### src/rtl/dct_row_scheduler.sv
// -----------------------------------------------------------------------------
// dct_row_scheduler
//
// Runs one 8x8 block through the row path of the DCT. For each row it:
//   1. reads COLS pixels from the pixel buffer at
//      base + row*LINE_STRIDE + col, pulsing pack_clr on the first read;
//   2. waits for the serial-to-parallel packer to report the row complete,
//      giving up with an err pulse if that takes too long;
//   3. offers the packed row to the 1-D row DCT (dct_start/dct_ready) and
//      holds it until the DCT takes it.
// When all ROWS rows have been transferred, block_done pulses once.
//
// Every output is a registered decode of the next state and next counters.
// Because of that, a start seen in cycle N gives rd_en in cycle N+1, and
// every output lines up with the state the FSM is in during that cycle.
//
// Ports
//   sys_clk     in   1       clock, rising edge
//   sys_rst_n   in   1       asynchronous active-low reset
//   start       in   1       begin a block (only looked at in IDLE)
//   abort       in   1       synchronous abort, overrides everything else
//   base_addr   in   ADDR_W  block base address, captured on accepted start
//   rd_en       out  1       pixel-buffer read strobe
//   rd_addr     out  ADDR_W  pixel-buffer read address (0 when not reading)
//   pack_clr    out  1       one-cycle pulse on the first read of every row
//   pack_done   in   1       packer has a complete row (level)
//   dct_start   out  1       packed row valid to the DCT
//   dct_ready   in   1       DCT accepts the row this cycle
//   dct_row     out  3       index of the current row
//   busy        out  1       high in every state except IDLE
//   block_done  out  1       one-cycle pulse, block finished
//   err         out  1       one-cycle pulse, packer timeout
// -----------------------------------------------------------------------------
module dct_row_scheduler #(
  parameter int ADDR_W      = 12,
  parameter int COLS        = 8,
  parameter int ROWS        = 8,
  parameter int LINE_STRIDE = 8,
  parameter int TIMEOUT     = 31
) (
  input  logic              sys_clk,
  input  logic              sys_rst_n,
  input  logic              start,
  input  logic              abort,
  input  logic [ADDR_W-1:0] base_addr,
  output logic              rd_en,
  output logic [ADDR_W-1:0] rd_addr,
  output logic              pack_clr,
  input  logic              pack_done,
  output logic              dct_start,
  input  logic              dct_ready,
  output logic [2:0]        dct_row,
  output logic              busy,
  output logic              block_done,
  output logic              err
);

  localparam int COL_W  = (COLS > 1) ? $clog2(COLS) : 1;
  localparam int TCNT_W = $clog2(TIMEOUT + 1);

  localparam logic [COL_W-1:0]  COL_LAST = COL_W'(COLS - 1);
  localparam logic [2:0]        ROW_LAST = 3'(ROWS - 1);
  localparam logic [TCNT_W-1:0] TCNT_MAX = TCNT_W'(TIMEOUT);

  typedef enum logic [2:0] {
    S_IDLE,
    S_READ,
    S_PACK_WAIT,
    S_ISSUE,
    S_DONE
  } state_e;

  // FSM state and counters
  state_e              state_q, state_d;
  logic [2:0]          row_q, row_d;
  logic [COL_W-1:0]    col_q, col_d;
  logic [TCNT_W-1:0]   tcnt_q, tcnt_d;
  logic [ADDR_W-1:0]   base_q, base_d;

  // Registered outputs
  logic                rd_en_q, rd_en_d;
  logic [ADDR_W-1:0]   rd_addr_q, rd_addr_d;
  logic                pack_clr_q, pack_clr_d;
  logic                dct_start_q, dct_start_d;
  logic [2:0]          dct_row_q, dct_row_d;
  logic                busy_q, busy_d;
  logic                block_done_q, block_done_d;
  logic                err_q, err_d;

  // ---------------------------------------------------------------------------
  // Next-state and next-output logic
  // ---------------------------------------------------------------------------
  always_comb begin
    // NOTE: every signal gets a default before any branch so that no path
    // leaves it unassigned; a missing default here would infer a latch.
    state_d = state_q;
    row_d   = row_q;
    col_d   = col_q;
    tcnt_d  = tcnt_q;
    base_d  = base_q;
    err_d   = 1'b0;

    if (abort) begin
      // Abort beats start, pack_done and dct_ready; no done/err is raised.
      state_d = S_IDLE;
      row_d   = '0;
      col_d   = '0;
      tcnt_d  = '0;
    end else begin
      unique case (state_q)
        S_IDLE: begin
          if (start) begin
            base_d  = base_addr;
            row_d   = '0;
            col_d   = '0;
            tcnt_d  = '0;
            state_d = S_READ;
          end
        end

        S_READ: begin
          if (col_q == COL_LAST) begin
            col_d   = '0;
            tcnt_d  = '0;
            state_d = S_PACK_WAIT;
          end else begin
            col_d = col_q + COL_W'(1);
          end
        end

        S_PACK_WAIT: begin
          // pack_done wins even on the very last allowed cycle.
          if (pack_done) begin
            state_d = S_ISSUE;
          end else if (tcnt_q == TCNT_MAX) begin
            err_d   = 1'b1;
            state_d = S_IDLE;
            row_d   = '0;
            tcnt_d  = '0;
          end else begin
            tcnt_d = tcnt_q + TCNT_W'(1);
          end
        end

        S_ISSUE: begin
          // dct_start stays up until the DCT takes the row.
          if (dct_ready) begin
            if (row_q == ROW_LAST) begin
              state_d = S_DONE;
            end else begin
              row_d   = row_q + 3'd1;
              state_d = S_READ;
            end
          end
        end

        S_DONE: begin
          // start is deliberately not looked at here.
          state_d = S_IDLE;
          row_d   = '0;
        end

        default: begin
          state_d = S_IDLE;
          row_d   = '0;
          col_d   = '0;
          tcnt_d  = '0;
        end
      endcase
    end

    // Outputs are decoded from the next state so they line up with it.
    rd_en_d      = (state_d == S_READ);
    pack_clr_d   = (state_d == S_READ) && (col_d == '0);
    dct_start_d  = (state_d == S_ISSUE);
    busy_d       = (state_d != S_IDLE);
    block_done_d = (state_d == S_DONE);
    dct_row_d    = row_d;

    // Address arithmetic wraps modulo 2^ADDR_W by truncation.
    rd_addr_d = '0;
    if (rd_en_d) begin
      rd_addr_d = base_d
                + ADDR_W'(int'(row_d) * LINE_STRIDE)
                + ADDR_W'(col_d);
    end
  end

  // ---------------------------------------------------------------------------
  // State and output registers
  // ---------------------------------------------------------------------------
  always_ff @(posedge sys_clk or negedge sys_rst_n) begin
    if (!sys_rst_n) begin
      state_q      <= S_IDLE;
      row_q        <= '0;
      col_q        <= '0;
      tcnt_q       <= '0;
      base_q       <= '0;
      rd_en_q      <= 1'b0;
      rd_addr_q    <= '0;
      pack_clr_q   <= 1'b0;
      dct_start_q  <= 1'b0;
      dct_row_q    <= '0;
      busy_q       <= 1'b0;
      block_done_q <= 1'b0;
      err_q        <= 1'b0;
    end else begin
      // NOTE: non-blocking assignments here so every register samples the
      // values from before this edge, independent of statement order.
      state_q      <= state_d;
      row_q        <= row_d;
      col_q        <= col_d;
      tcnt_q       <= tcnt_d;
      base_q       <= base_d;
      rd_en_q      <= rd_en_d;
      rd_addr_q    <= rd_addr_d;
      pack_clr_q   <= pack_clr_d;
      dct_start_q  <= dct_start_d;
      dct_row_q    <= dct_row_d;
      busy_q       <= busy_d;
      block_done_q <= block_done_d;
      err_q        <= err_d;
    end
  end

  assign rd_en      = rd_en_q;
  assign rd_addr    = rd_addr_q;
  assign pack_clr   = pack_clr_q;
  assign dct_start  = dct_start_q;
  assign dct_row    = dct_row_q;
  assign busy       = busy_q;
  assign block_done = block_done_q;
  assign err        = err_q;

endmodule
### config.mk
export PLATFORM = sky130hd
export DESIGN_NAME = dct_row_scheduler
export DESIGN_NICKNAME = d
export VERILOG_FILES = /design/src/rtl/dct_row_scheduler.sv
export SDC_FILE = /design/constraint.sdc
export NUM_CORES = 1
export LEC_CHECK = 0
export ABC_AREA = 1
export CAP_MARGIN = 40
export CORE_MARGIN = 3
export CORE_UTILIZATION = 54
export CTS_BUF_LIST = sky130_fd_sc_hd__clkbuf_2
export CTS_CLUSTER_DIAMETER = 150
export CTS_CLUSTER_SIZE = 12
export DETAILED_ROUTE_END_ITERATION = 10
export HOLD_SLACK_MARGIN = 0.03
export PLACE_DENSITY = 0.87
export REMOVE_ABC_BUFFERS = 1
export SKIP_LAST_GASP = 1
export SLEW_MARGIN = 20
export SYNTH_ARGS = -nofsm -noshare
export SYNTH_HDL_FRONTEND = slang
export SYNTH_SLANG_ARGS = --single-unit
### constraint.sdc
create_clock -name sys_clk -period 3.7 [get_ports sys_clk]
set_input_delay 0.74 -clock sys_clk [delete_from_list [all_inputs] [get_ports sys_clk]]
set_output_delay 0.74 -clock sys_clk [all_outputs]
set_load 0.02 [all_outputs]
==> flow_metrics.tcl <==
set metrics [dict create \
    grt_pass1_vias 1812 \
    endpoint_kind "flop" \
    wirelength_um 4570 \
    synth-seq-cells 44 \
    synthArstFlopShare 1.00 \
    skew_ps 29.8 \
    crit_type "in -> reg" \
    numCtsBuffers 5 \
    finish.utilization 0.733 \
    num_io_pins 39 \
    crit_chain "clkdlybuf4s50_1 > nor2_2 > nand3_4 > mux2_1 > ha_1 > fa_1 > nand4_1 > nand3_1 > nand2_1 > nor2_1 > xnor2_1 > nor2_1" \
    postCtsHoldBufs 0 \
    slew_viol_final 0 \
    io_buffers 38 \
    fillers 267 \
    synth_largest_area_cell "dfrtp_1" \
    worst-path-buf-inv 1 \
    fmax_ghz 0.334 \
    grt_pass1_wl_um 8030 \
    syn_area_um2 2210 \
    crit_fanout 18 \
    ant_nets 0 \
    start_util 0.583 \
    finalSetupTns_ps 0 \
    finalSetupViolations 0 \
    nNetsFinal 325 \
    num_vias 1824 \
    powerDensity_nw_per_um2 422 \
    synth.area.top_cells "dfrtp_1 (50%), nand2_1 (7.5%), ha_1 (6.2%), inv_1 (5.6%), nor2_1 (5.3%)" \
    route.detailed.drc 0 \
    drive_above_1_share 0.0845 \
    synth_top_area_share 0.497 \
    cts_tree "yes" \
    synth_warnings 0 \
    synth_edf_count 0 \
    ys_seq_area_frac 0.497 \
    maxCapViolations 0 \
    netlist_instances 249 \
    cp_top_family "simple AND/OR/NAND/NOR gates" \
    area_growth_pct 25.8 \
    clock_sinks 44 \
    final.period_utilization 0.810 \
    tightest_slew_ps 540 \
    clockBufferDepth 2 \
    leakage_nw 1.38 \
    die_x_um 70.0 \
    clk_pin_slew_ps 240 \
    yosys-top-cells-count "dfrtp_1 (44), nand2_1 (44), inv_1 (33)" \
    ys_types 32 \
    required_ps 4060 \
    dr.pass1.iters 4 \
    die_area_um2 4900 \
    start_kind "input port" \
    rsz0062_at_grt "no" \
    postCtsSetupRepairBufs 0 \
    rows 22 \
    post_drt_wl_per_cell_um 13.3 \
    r2r_setup_slack_ps 750 \
    gr-total-overflow 0 \
    drt-initial-drc-count 156 \
    htreeDepth 2 \
    status "finished, final reports clean" \
    gp_congestion 0.842 \
    hold_class "in -> async" \
    grt_max_degree 28 \
    slew_headroom 0.635 \
    antenna_cells 0 \
    design.core.area_um2 3800 \
    crit_path_max_incr_delay_ps 440 \
    clkLatencyLatePin_ps 420 \
    syn_avg_cell_area_um2 8.89 \
    cp.arrival_ps 3350 \
    timing.final.hold_violations 0 \
    fin_crit_ps 3000 \
    die_y_um 70.0 \
    cts.repair.resized 0 \
    synthFlopType "dfrtp_1" \
    via_per_inst 5.30 \
    cp_slowest_cell "clkdlybuf4s50_1" \
    cpMostUsedCell "nor2_1" \
    grt_usage 0.205 \
    antenna_found_initial 0 \
    ir_drop_mv 0.275 \
    cts_root_buffer "clkbuf_2" \
    dp_hpwl_um 3420 \
]
-- report_power, final --
group,internal [mW],switching (mW)
clock,0.249,0.160
combinational,0.0944,0.137
sequential,0.522,0.0129
total,0.866,0.310
-- area by class of cell --
type | count | area (um2) | share of cell area
Clock buffer | 5 | 25.0 | 0.00899
Clock inverter | 3 | 90.1 | 0.0324
Inverter | 38 | 143 | 0.0512
Multi-Input combinational cell | 166 | 962 | 0.346
Sequential cell | 44 | 1100 | 0.396
Tap cell | 48 | 60.1 | 0.0216
Timing Repair Buffer | 40 | 403 | 0.145
-- final timing paths --
check,start,endpoint,cells past startpoint
min in group sys_clk,base_q[0]$_DFF_PN0_,base_q[0]$_DFF_PN0_,1
max in group asynchronous,sys_rst_n,base_q[2]$_DFF_PN0_,2
max,abort,rd_addr[10]$_DFF_PN0_,12
min reg2reg,base_q[0]$_DFF_PN0_,base_q[0]$_DFF_PN0_,1
max reg2reg,tcnt_q[1]$_DFFE_PN0P_,rd_addr[10]$_DFF_PN0_,20
min,sys_rst_n,rd_en$_DFF_PN0_,1
-- through the flow --
stage	area, um2	power (mW)	std cells	hold WS, ps	setup slack, ps
after floorplan	2210	0.679	248	444	962
after global routing	2780	1.24	344	167	263
after detailed placement	2670	0.772	336	486	221
after CTS	2780	1.18	344	197	702
after global placement	2650	0.766	335	478	332
final	2780	1.18	344	197	702
-- worst reg2reg max path, stage by stage (launching register included) --
cell and delay [ps]:
dfrtp_1 420, ha_1 170, nand2_1 70, nor2_1 100, ha_1 170, inv_1 70, nor2_1 80, nor2_1 60
inv_1 50, o311ai_0 170, a21oi_1 170, a21oi_1 110, ha_1 390, inv_1 80, o21bai_1 190, nand2_1 70
nand3_1 90, nand2_1 100, nor2_1 150, xnor2_1 140, nor2_1 60
-- cells in the final DEF (no fill, tap or decap), types with 3 or more instances in the layout --
cell type         n
a21oi_1          14
bufinv_16         3
clkbuf_2          5
clkdlybuf4s50_1  37
dfrtp_1          44
ha_1             11
inv_1            33
inv_2             5
mux2_1            6
nand2_1          44
nand3_1          11
nand4_1           7
nor2_1           31
nor3_1            4
o21ai_0           8
o21ai_1           9
-- registers in the layout (all words and copies together), names as in the netlist --
name        count
rd_addr        12
state_q         3
rd_en           1
dct_row         3
busy            1
tcnt_q          5
base_q         12
dct_start       1
block_done      1
err             1
pack_clr        1
col_q           3
-- cells by family (layout without fill, tap and decap cells) --
group / after synthesis / in the layout / share of synthesized area
compound gates: 38 / 38 / 0.0944
xor+xnor: 3 / 3 / 0.0119
fa+ha+maj: 12 / 12 / 0.0712
buf+inv: 39 / 86 / 0.0678
flops: 44 / 44 / 0.497
mux: 6 / 6 / 0.0305
simple gates: 107 / 107 / 0.227
-- layer usage --
metal,up-vias,routed length (um),global-route usage
met1,833,2140,0.279
met4,0,92,0.0787
met2,70,2050,0.317
li1,910,-,-
met5,-,0,0
met3,11,283,0.0489
Power figures use the tool's default switching activity.
